## config.mk

```make
export PLATFORM = sky130hd
export DESIGN_NAME = led_status_ctrl
export DESIGN_NICKNAME = d
export VERILOG_FILES = /design/src/rtl/led_status_ctrl.sv
export SDC_FILE = /design/constraint.sdc
export NUM_CORES = 1
export LEC_CHECK = 0
export BUFFER_PORTS_ARGS = -buffer_cell sky130_fd_sc_hd__buf_2
export CORE_ASPECT_RATIO = 1.25
export CORE_MARGIN = 8
export CORE_UTILIZATION = 48
export DETAILED_ROUTE_END_ITERATION = 10
export PLACE_DENSITY = 0.89
export SLEW_MARGIN = 20
export SYNTH_ARGS = -nofsm -noshare
export SYNTH_HDL_FRONTEND = slang
export SYNTH_SLANG_ARGS = --single-unit
```

## constraint.sdc

```tcl
create_clock -name clk -period 3.1 [get_ports clk]
set_input_delay 0.31 -clock clk [delete_from_list [all_inputs] [get_ports clk]]
set_output_delay 0.31 -clock clk [all_outputs]
set_load 0.01 [all_outputs]
```

## src/rtl/led_status_ctrl.sv

```systemverilog
// Board-status controller: sticky HALT on core exit, RUN-cycle counter, MMIO LED register.
// Optional heartbeat blinker on the top LED is compiled in with `define LED_HEARTBEAT_EN.
module led_status_ctrl #(
  parameter int unsigned          WORD_LEN = 32'd32,
  parameter int unsigned          LED_NUM  = 32'd6,
  parameter logic [WORD_LEN-1:0]  LED_ADDR = 32'h0000_1000,
  parameter int unsigned          HB_DIV   = 32'd13_500_000
) (
  input  logic                clk,
  input  logic                rst_n,
  input  logic                exit,
  input  logic [WORD_LEN-1:0] d_addr,
  input  logic                wen,
  input  logic [WORD_LEN-1:0] wdata,
  output logic [LED_NUM-1:0]  led,
  output logic                halted,
  output logic [WORD_LEN-1:0] cycle_count
);

`ifdef LED_HEARTBEAT_EN
  localparam int unsigned REG_W = LED_NUM - 32'd2;
`else
  localparam int unsigned REG_W = LED_NUM - 32'd1;
`endif

  localparam logic [WORD_LEN-1:0] CNT_MAX = {WORD_LEN{1'b1}};
  localparam logic [WORD_LEN-1:0] CNT_ONE = WORD_LEN'(32'd1);

  typedef enum logic {
    ST_RUN  = 1'b0,
    ST_HALT = 1'b1
  } state_t;

  state_t              state_r;
  state_t              state_nxt_s;
  logic [WORD_LEN-1:0] cycle_count_r;
  logic [REG_W-1:0]    led_reg_r;
  logic                led_wr_s;
  logic [LED_NUM-1:0]  led_s;
  logic                unused_s;

  // Next-state decode: any sampled exit in RUN halts; HALT only leaves via reset.
  always_comb begin
    state_nxt_s = state_r;
    case (state_r)
      ST_RUN: begin
        if (exit) begin
          state_nxt_s = ST_HALT;
        end else begin
          state_nxt_s = ST_RUN;
        end
      end
      ST_HALT: state_nxt_s = ST_HALT;
      default: state_nxt_s = ST_RUN;
    endcase
  end

  // State register.
  always_ff @(posedge clk or negedge rst_n) begin
    if (!rst_n) begin
      state_r <= ST_RUN;
    end else begin
      state_r <= state_nxt_s;
    end
  end

  // RUN-cycle counter; the halting edge still counts, and it saturates instead of wrapping.
  always_ff @(posedge clk or negedge rst_n) begin
    if (!rst_n) begin
      cycle_count_r <= {WORD_LEN{1'b0}};
    end else if ((state_r == ST_RUN) && (cycle_count_r != CNT_MAX)) begin
      cycle_count_r <= cycle_count_r + CNT_ONE;
    end else begin
      cycle_count_r <= cycle_count_r;
    end
  end

  assign led_wr_s = (state_r == ST_RUN) && wen && (d_addr == LED_ADDR);

  // MMIO LED register, snooped from core stores with a full-width address match.
  always_ff @(posedge clk or negedge rst_n) begin
    if (!rst_n) begin
      led_reg_r <= {REG_W{1'b0}};
    end else if (led_wr_s) begin
      led_reg_r <= wdata[REG_W-1:0];
    end else begin
      led_reg_r <= led_reg_r;
    end
  end

`ifdef LED_HEARTBEAT_EN
  localparam int unsigned     HB_W    = $clog2(HB_DIV);
  localparam logic [HB_W-1:0] HB_LAST = HB_W'(HB_DIV - 32'd1);
  localparam logic [HB_W-1:0] HB_ONE  = HB_W'(32'd1);

  logic [HB_W-1:0] hb_cnt_r;
  logic            hb_r;

  // Heartbeat divider: toggles hb on each wrap, frozen while halted.
  always_ff @(posedge clk or negedge rst_n) begin
    if (!rst_n) begin
      hb_cnt_r <= {HB_W{1'b0}};
      hb_r     <= 1'b0;
    end else if (state_r == ST_RUN) begin
      if (hb_cnt_r == HB_LAST) begin
        hb_cnt_r <= {HB_W{1'b0}};
        hb_r     <= ~hb_r;
      end else begin
        hb_cnt_r <= hb_cnt_r + HB_ONE;
        hb_r     <= hb_r;
      end
    end else begin
      hb_cnt_r <= hb_cnt_r;
      hb_r     <= hb_r;
    end
  end

  // LED map: halt, register field, then heartbeat (solid when halted).
  always_comb begin
    led_s                 = {LED_NUM{1'b0}};
    led_s[0]              = (state_r == ST_HALT);
    led_s[LED_NUM-2:1]    = led_reg_r;
    if (state_r == ST_HALT) begin
      led_s[LED_NUM-1] = 1'b1;
    end else begin
      led_s[LED_NUM-1] = hb_r;
    end
  end

  assign unused_s = ^wdata[WORD_LEN-1:REG_W];
`else
  // LED map: halt bit, then the register field fills the remaining pins.
  always_comb begin
    led_s              = {LED_NUM{1'b0}};
    led_s[0]           = (state_r == ST_HALT);
    led_s[LED_NUM-1:1] = led_reg_r;
  end

  assign unused_s = ^{wdata[WORD_LEN-1:REG_W], HB_DIV[0]};
`endif

  assign led         = led_s;
  assign halted      = (state_r == ST_HALT);
  assign cycle_count = cycle_count_r;

endmodule

```

==> out/metrics.cfg <==
[outcome]
status=finished clean

[global_route]
grt_max_degree=39
grt_pass1_vias=1817
grt_first_pass_wirelength_um=8300
antenna_found_initial=0
grt-ovfl-total=0
grt_use_total=0.166

[floorplan]
initial_core_util=0.490
die_area_um2=6400
core.rowCount=26
die_y_um=87.5
ios=107
die_w_um=73.2
coreArea_um2=4000

[clock_network]
cts_num_sinks=38
cts.clk_slew.worst_paths_ps=70
cts_root_buf=clkbuf_8
cts_made_buffers=5
cts_resized=0
post_cts_buffers=0
cts_hold_buffers=0
clk_path_buf_depth=2
htree_levels=2
clock_latency_ps=290
cts_tree=yes

[sta]
period_minus_slack_ps=2020
hold_viol=0
finalWorstSetupSlack_ps=1080
setup_viol=0
tightest_slew_ps=813
fmax_mhz=496
fin_setup_tns_ps=0
min_period_over_period=0.650
skew_ps=2.38
max_slew_margin=0.458
slew_viol_final=0
rsz0062_at_grt=no

[logic_synthesis]
syn_inst=178
synth-edff-count=0
async_flop_share=1.00
netlist-cell-type-count=41
ys_ff_latch=38
syn_nets=247
syn-cell-area_um2=1960
synthFlopType=dfrtp_1
yosysWarningCount=0
avgSynthCellArea_um2=11.0
ys_seq_area_frac=0.485

[critical_path]
cp.required_ps=3280
worstSetupPathType=reg2reg
end_kind=register
worstPathArrival_ps=2190
cp_max_fo=9
critPathLaunchType=register
reg2reg_depth=4

[layout]
synthToLayoutAreaGrowth_pct=29.0
final_common_cell=buf_2
seq_area_um2=951
multiInputGateArea_um2=995
drive_gt1_frac=0.405
fillers=359
final_nets=332
layout_common_cells=buf_2, dfrtp_1, nand3_1
diodes=0

[detailed_routing]
vias=1687
first_pass_iters=4
drt-initial-drc-count=106
finalWirelength_um=4840
vias_per_cell=5.27
drc=0
routedWlPerCell_um=15.1
drtAntennaViolNets=0

[power]
leakage_nw=1.28
p_per_area_nw_per_um2=374
peakVddDrop_uv=251

[placement]
port_buffers=79
hpwl_um=3830
preCtsSetupSlack_ps=1060
gp_congestion=0.811

[job]
cap_violations=0

[min_path]
hold_path_class=in2async

==> cell families (layout without fill, tap and decap cells) <==
kind of cell,after synthesis,count (layout),share of synthesized area
and+or+nand+nor,93,93,0.300
DFF,38,38,0.485
xor gates and xnor gates,28,28,0.125
muxes,8,8,0.0453
AOI/OAI and AO/OA,7,7,0.0306
buffers and inverters,3,89,0.00766
adders and majority gates,1,1,0.00638
==> cell usage after synthesis (2+ instances only) <==
cell type	count	share of area
dfrtp_1	38	0.49
nand3_1	17	0.043
xnor2_1	15	0.067
nand2_1	13	0.025
xor2_1	13	0.058
nor4_1	12	0.038
nor2_1	11	0.021
nand4_1	10	0.032
mux2_2	6	0.034
nor3_1	5	0.013
a21oi_1	2	0.0051
and3_1	2	0.0064
inv_1	2	0.0038
nand3_2	2	0.010
nor3_2	2	0.010
or3_1	2	0.0064
or4_4	2	0.011
==> flip-flops by register name (all words and copies together) (netlist names) <==
register	count
cycle_count	32
halted	1
led_reg_r	5
==> metrics by stage <==
| stage | power (mW) | std cells | utilization | hold slack [ps] | area (µm²) |
|---|---|---|---|---|---|
| finish | 0.945 | 320 | 0.632 | 108 | 2530 |
| global route | 0.983 | 320 | 0.632 | 179 | 2530 |
| CTS | 0.953 | 320 | 0.632 | 145 | 2530 |
| detailed placement | 0.565 | 312 | 0.604 | 455 | 2420 |
| global placement | 0.563 | 312 | 0.604 | 450 | 2420 |
| floorplan | 0.525 | 178 | - | 14.4 | 1960 |
==> cell type report <==
| cell class | instances | share of cell area |
|---|---|---|
| multi-input cells | 137 | 0.393 |
| flip-flops and latches | 38 | 0.376 |
| repair buffers | 79 | 0.156 |
| clock buffers | 8 | 0.0435 |
| well taps | 56 | 0.0277 |
| inverters | 2 | 0.00297 |
==> final timing paths <==
| check | startpoint | endpoint | slack (ps) |
|---|---|---|---|
| setup / recovery | halted$_DFF_PN0_ | led_reg_r[1]$_DFFE_PN0P_ | 1080 |
| hold / removal | rst_n | cycle_count[24]$_DFFE_PN0P_ | 110 |
| setup reg to reg | halted$_DFF_PN0_ | led_reg_r[1]$_DFFE_PN0P_ | 1080 |
| hold reg to reg | cycle_count[26]$_DFFE_PN0P_ | cycle_count[26]$_DFFE_PN0P_ | 490 |
| max in group asynchronous | rst_n | halted$_DFF_PN0_ | 2480 |
| min in group clk | exit | halted$_DFF_PN0_ | 200 |
==> per-layer routing <==
| layer | track usage | vias up | wire length (µm) |
|---|---|---|---|
| met4 | 0.0639 | 0 | 84 |
| li1 | - | 832 | - |
| met3 | 0.0484 | 7 | 265 |
| met1 | 0.173 | 801 | 1920 |
| met5 | 0 | - | 0 |
| met2 | 0.301 | 47 | 2570 |
==> worst max-delay path: stages (launching register included) <==
cell and delay [ps]:
dfrtp_1 460, nor4b_1 320, nand4_1 130, nor3_1 570
mux2_2 420
==> report_power, final <==
part	switching [mW]	leakage, nW	internal [mW]
clock network	0.166	0.0575	0.224
registers	0.00581	0.523	0.500
logic	0.0234	0.704	0.0256
Power figures use the tool's default switching activity.
